`src/rtl/mux_x16_rr_sched.sv`:
```
// Round-robin scheduler over 16 single-bit requesters with burst-limited grants
// and a valid/ready output stage, selecting data through a 16:1 mux.
module mux_x16_rr_sched #(
  parameter int unsigned MAX_BURST = 4
) (
  input  logic        clk,
  input  logic        rst_n,
  input  logic [15:0] req,
  input  logic [15:0] in,
  output logic [3:0]  c,
  output logic [15:0] gnt,
  output logic        out_valid,
  input  logic        out_ready,
  output logic        out_data,
  output logic        busy
);

  typedef enum logic {IDLE, SERVE} state_t;

  state_t      state, state_n;
  logic [3:0]  ptr, ptr_n, beat_cnt, beat_n, c_n;
  logic [15:0] gnt_n;
  logic        valid_n;
  logic [3:0]  arb_base, idx, winner;
  logic        found, any_req, xfer, last_beat, grant_end;

  // At grant end the scan must already start from c+1, in the same cycle ptr is updated.
  always_comb begin
    arb_base = (state == SERVE) ? c + 4'd1 : ptr;
    winner   = '0;
    found    = 1'b0;
    idx      = '0;
    for (int unsigned k = 0; k < 16; k++) begin
      idx = arb_base + 4'(k);
      if (!found && req[idx]) begin
        winner = idx;
        found  = 1'b1;
      end
    end
  end

  assign any_req   = |req;
  assign xfer      = out_valid & out_ready;
  assign last_beat = ({1'b0, beat_cnt} + 5'd1) == 5'(MAX_BURST);
  assign grant_end = (state == SERVE) && (xfer ? (last_beat || !req[c]) : !req[c]);

  always_comb begin
    state_n = state;
    ptr_n   = ptr;
    beat_n  = beat_cnt;
    c_n     = c;
    gnt_n   = gnt;
    valid_n = out_valid;
    case (state)
      IDLE: begin
        if (any_req) begin
          state_n = SERVE;
          c_n     = winner;
          gnt_n   = 16'd1 << winner;
          valid_n = 1'b1;
          beat_n  = '0;
        end
      end
      SERVE: begin
        if (grant_end) begin
          ptr_n = c + 4'd1;
          if (any_req) begin
            c_n    = winner;
            gnt_n  = 16'd1 << winner;
            beat_n = '0;
          end else begin
            state_n = IDLE;
            valid_n = 1'b0;
            gnt_n   = '0;
            beat_n  = '0;
          end
        end else if (xfer) begin
          beat_n = beat_cnt + 4'd1;
        end
      end
      default: state_n = IDLE;
    endcase
  end

  always_ff @(posedge clk or negedge rst_n) begin
    if (!rst_n) begin
      state     <= IDLE;
      ptr       <= '0;
      beat_cnt  <= '0;
      c         <= '0;
      gnt       <= '0;
      out_valid <= 1'b0;
    end else begin
      state     <= state_n;
      ptr       <= ptr_n;
      beat_cnt  <= beat_n;
      c         <= c_n;
      gnt       <= gnt_n;
      out_valid <= valid_n;
    end
  end

  assign busy = (state == SERVE);

  MuxX16 u_mux (
    .in  (in),
    .c   (c),
    .out (out_data)
  );

endmodule

// 16:1 single-bit multiplexer.
module MuxX16 (
  input  logic [15:0] in,
  input  logic [3:0]  c,
  output logic        out
);
  assign out = in[c];
endmodule
```
`config.mk`:
```
export PLATFORM = sky130hd
export DESIGN_NAME = mux_x16_rr_sched
export DESIGN_NICKNAME = d
export VERILOG_FILES = /design/src/rtl/mux_x16_rr_sched.sv
export SDC_FILE = /design/constraint.sdc
export NUM_CORES = 1
export LEC_CHECK = 0
export BUFFER_PORTS_ARGS = -buffer_cell sky130_fd_sc_hd__clkbuf_2
export CAP_MARGIN = 10
export CORE_UTILIZATION = 40
export DETAILED_ROUTE_END_ITERATION = 10
export PLACE_DENSITY = 0.58
export SYNTH_ARGS = -nofsm -noshare
export SYNTH_HDL_FRONTEND = slang
export SYNTH_SLANG_ARGS = --single-unit
export TNS_END_PERCENT = 50
```
`constraint.sdc`:
```
create_clock -name clk -period 6.7 [get_ports clk]
set_input_delay 0.67 -clock clk [delete_from_list [all_inputs] [get_ports clk]]
set_output_delay 0.67 -clock clk [all_outputs]
set_load 0.005 [all_outputs]
```
# [After elaboration in Yosys (flattened, before gate mapping)]
# Cells that the tools add are included.
[classes] n_addsub=18 n_mul=0 div=0 magnitude_cmp=17 eq_ne=5 shifts=1 n_mux=87 n_bitwise=2 reduce_logical=38
[op_table] op="two-way mux 4 bit" count=22
[op_table] op="less-than comparator 4 x 5 -> 1 bit, second input constant" count=17
[op_table] op="binary-select mux 1 bit (select 4 bit)" count=18
[op_table] op="two-way mux 16 bit" count=3
[op_table] op="two-way mux 1 bit" count=39
[op_table] op="adder 4 bit, second input constant" count=8
[op_table] op="case mux 16 bit (2 select lines)" count=1
[op_table] op="adder 4 x 3 -> 4 bit, second input constant" count=4
[op_table] op="logical AND 1 bit" count=16
[op_table] op="logical NOT 1 bit" count=16
[op_table] op="case mux 4 bit (2 select lines)" count=2
[op_table] op="OR reduction 16 bit" count=1
[op_table] op="left shift 1 x 4 -> 16 bit, first input constant" count=1
[op_table] op="adder 4 x 1 -> 4 bit, second input constant" count=3
[op_table] op="adder 4 x 2 -> 4 bit, second input constant" count=2
[op_table] op="AND reduction 2 bit" count=3
[op_table] op="adder 4 x 1 -> 5 bit, second input constant" count=1
[op_table] op="equality test 5 x 3 -> 1 bit, second input constant" count=1
[op_table] op="!= test 2 bit, second input constant" count=2
[op_table] op="case mux 1 bit (2 select lines)" count=2
[op_table] op="!= test 3 x 1 -> 1 bit, second input constant" count=1
[op_table] op="AND reduction 3 bit" count=1
[op_table] op="!= test 2 x 1 -> 1 bit, second input constant" count=1
[op_table] op="bitwise AND 1 bit" count=1
[op_table] op="2 further kinds" count=2
[word_totals] reg_bits=30 latch_bits=0 mem_bits_rw=0 mem_bits_ro=0 inputBits=35 output_inout_bits=23 word_cells=174 memories=0

# [Longest topological paths before layout]
[depth] ltp_word=54 mapped_depth=20 depth_no_buf=16

# [By module]
# Synthesis repeated with hierarchy kept, for this count alone.
[hier_totals] hier_cells=534 area_unflattened_um2=4476.8
[modules_own_cells] module="mux_x16_rr_sched" instances=1 cells_each=527 area_per_inst_um2=4341.7 seq_area_each_um2=750.7
[modules_own_cells] module="MuxX16" instances=1 cells_each=7 area_per_inst_um2=135.1 seq_area_each_um2=0.0

# [Worst setup path before layout]
# No wires, ideal clock.
[synth_timing] kind="register to register" start="reg c[0]" end="reg gnt[1]" setup_ps=96 arrival_time_ps=4678 required_ps=6604 slack_ps=1926 stages_incl_launch_ff=17 path_buffers=2 synth_period_minus_slack_ps=4774 cell_sequence="dfrtp_1 > ha_1 > mux2i_1 > clkbuf_1 > clkbuf_1 > inv_1 > ha_1 > xnor2_2 > mux4_2 > mux2_2 > and2_2 > nand4_2 > o32ai_1 > a211oi_2 > o21ai_1 > or4_4 > o31ai_1"
[synth_via] elab_chain_cells=54 elab_cells_between_ends=123 cone_classes="16 x add/sub; 1 x eq/ne; 1 x shift; 71 x mux; 34 x reduce/logical"
[synth_lines] item="from (decl)" line="10" text="output logic [3:0] c,"
[synth_lines] item="from (signal assigned)" line="97" text="c <= c_n;"
[synth_lines] item="parallel branches: the longest is 54 deep, another holds adder 4 x 1 -> 4 bit"
[synth_lines] item="to (signal assigned)" line="98" text="gnt <= gnt_n;"
[synth_lines] item="to (decl)" line="11" text="output logic [15:0] gnt,"
# Parallel ways; which one is timed is not known. The select of a mux whose other input is x is not followed.
# A chain may end at the register's enable or synchronous reset.

# [Worst setup path after layout]
[layout_timing] start="reg c[0]" end="reg gnt[6]"
# The elaborated chain is that of the path after synthesis.

==> impl_metrics.toml <==
[outcome]
status = "finished clean"

[detailed_routing]
first_iter_violations = 295
route.detailed.drc = 0
drt-vias-per-instance = 6.571
drtAntennaViolNets = 0
dr.pass1.iters = 5
wl_per_cell_um = 21.54
drt_wl_total_um = 14710
num_vias = 4488

[critical_path]
crit_type = "register to register"
crit_fanout = 23
worst_r2r_startpoint = "c[0]"
r2r-end = "gnt[6]"
reg2reg_depth = 15
reg2reg_slack_ps = 870
worst_path_max_delay_cell = "mux4_2"
cp_top_family = "compound AO/OA/AOI/OAI gates"
cpPeakStageDelay_ps = 650
path_cells = "buf_4 -> and2b_4 -> nor2_4 -> inv_2 -> ha_1 -> xnor2_2 -> mux4_2 -> mux2i_2 -> nor3_2 -> nand3_2 -> a211oi_1 -> a2111oi_0 -> o22ai_1 -> a211o_1 -> o31ai_1"
cp.depth = 15
cp_num_buf_inv = 2
critPathLaunchType = "register"
critPathArrivalTime_ps = 6010
end_kind = "register"
worstPathRequired_ps = 6890

[sta]
fin_crit_ps = 5829
slew_headroom = 0.4222
rsz0062_at_grt = "no"
setup-tns-final_ps = 0
setup_violations = 0
worst_clock_skew_ps = 8.255
fin_crit_sh = 0.8700
slew_viol_final = 0
worst_slew_pin_slew_ps = 850.0
max_freq_mhz = 171.6
hold_violations = 0

[clock_network]
cts_resized = 0
clockBufferDepth = 2
htreeDepth = 2
clkLatencyLatePin_ps = 280
hold_buffers = 0
post-cts-setup-buffer-count = 0
numCtsBuffers = 5
clock_sinks = 30
cts_root_buf = "clkbuf_8"
clk_pin_slew_ps = 70
cts_tree = "built"

[logic_synthesis]
synth_edf_count = 0
synth-seq-cells = 30
synth_cell_type_count = 79
async_flop_share = 1.000
netlist_area_um2 = 4267
syn_inst = 500
yosysSeqAreaShare = 0.1760
synth_nets = 544
synth_area_per_cell_um2 = 8.533
ys.flop_type = "dfrtp_1"
synth_warnings = 0

[finish]
register_area_um2 = 750.7
area_growth_pct = 12.38
stdcell_count = 683
fin_util = 0.4644
nets = 591
drive_gt1_frac = 0.2651
multi_input_area_um2 = 3329
nFillCells = 1060
antennaDiodeCount = 0

[floorplan]
start_util = 0.4133
core_um2 = 10320
die_area_um2 = 11080
rows = 37
fp.dieH_um = 105.3
die_x_um = 105.3
ioPinCount = 58

[placement]
place.gp.congestion = 0.9701
port_buffers = 57
place_hpwl_um = 11380
post-place-cells = 676

[worst_hold_path]
min_path_type = "input pin to asynchronous set/reset pin"

[global_route]
grtUsageTotal = 0.2707
antenna_found_initial = 0
grt_pass1_vias = 4319
overflow = 0
grt_pass1_wl_um = 23610
grt_max_degree = 31

[job]
cap_viol_max_count = 0
registers in the layout, indices dropped and copies added (netlist names):
register   flops
beat_cnt       4
ptr            4
c              4
gnt           16
out_valid      1
busy           1
placed cells by master, fill, tap and decap left out, types with 7 or more instances in the layout:
cell      instances
a211oi_1          7
a21oi_1          24
and2_1            8
and3_1            8
and4_1            9
buf_4            12
clkbuf_2         57
dfrtp_1          30
ha_1              9
inv_1            12
mux2_2           13
mux2i_1          24
mux4_2           22
nand2_1          52
nand3_1          18
nor2_1           36
nor3_1            7
o21ai_0          29
o31ai_1          21
xnor2_1          12
worst max-delay path by stage:
stage,start,endpoint
global placement,c[0],gnt[1]
CTS,c[0],gnt[1]
finish,c[0],gnt[6]
global route,c[0],gnt[3]
detailed placement,c[0],gnt[1]
floorplan,c[0],gnt[1]
synth_stat cells, types with 6 or more instances:
| library cell | number | area (µm²) |
|---|---|---|
| o21ai_0 | 29 | 145.1 |
| a21oi_1 | 24 | 120.1 |
| buf_2 | 11 | 55.05 |
| clkbuf_1 | 14 | 52.55 |
| and4_1 | 9 | 78.83 |
| and2_1 | 8 | 50.05 |
| a2111oi_0 | 6 | 52.55 |
| inv_1 | 12 | 45.04 |
| o2111ai_1 | 6 | 52.55 |
| dfrtp_1 | 30 | 750.7 |
| a211oi_1 | 7 | 52.55 |
| mux4_2 | 22 | 495.5 |
| nand3_1 | 18 | 90.09 |
| a21o_1 | 6 | 45.04 |
| nor3_1 | 7 | 35.03 |
| o31ai_1 | 21 | 157.7 |
| xnor2_1 | 12 | 105.1 |
| nor2_1 | 36 | 135.1 |
| ha_1 | 9 | 112.6 |
| and3_1 | 8 | 50.05 |
| nand2_1 | 52 | 195.2 |
| mux2i_1 | 25 | 250.2 |
| mux2_2 | 13 | 146.4 |
cells by family (layout without fill, tap and decap cells):
| kind of cell | count (synthesis) | in the layout | synth area share |
|---|---|---|---|
| muxes | 64 | 64 | 0.2220 |
| buffers and inverters | 44 | 91 | 0.04457 |
| adders and majority gates | 9 | 9 | 0.02639 |
| and+or+nand+nor | 176 | 176 | 0.2211 |
| DFF | 30 | 30 | 0.1760 |
| AOI/OAI and AO/OA | 162 | 162 | 0.2774 |
| xor gates and xnor gates | 15 | 15 | 0.03255 |
metrics by stage:
| step | hold slack (ps) | setup slack (ps) | area (µm²) |
|---|---|---|---|
| 6_report | 448.7 | 871.2 | 4795 |
| 2_1_floorplan | 374.4 | 1926 | 4267 |
| 5_1_grt | 497.0 | 541.8 | 4795 |
| 3_3_place_gp | 461.6 | 1168 | 4682 |
| 4_1_cts | 465.5 | 954.1 | 4795 |
| 3_5_place_dp | 469.4 | 993.4 | 4682 |
per-layer routing:
layer,track usage,up-vias,part of all wire
li1,-,2064,-
met1,0.3662,2178,0.43
met2,0.4361,209,0.46
met3,0.03401,37,0.073
met4,0.1117,0,0.033
met5,0,-,0
area by class of cell:
cell class                      instances  area share
Tap cell                              136     0.03549
Multi-Input combinational cell        426      0.6944
Clock buffer                            6     0.01722
Inverter                               15     0.01174
Sequential cell                        30      0.1566
Timing Repair Buffer                   69     0.07829
Clock inverter                          1    0.006263
Power is left out: the tool's default activity adds up to more than one toggle a clock period on the data nets, which glitch-free logic cannot reach.
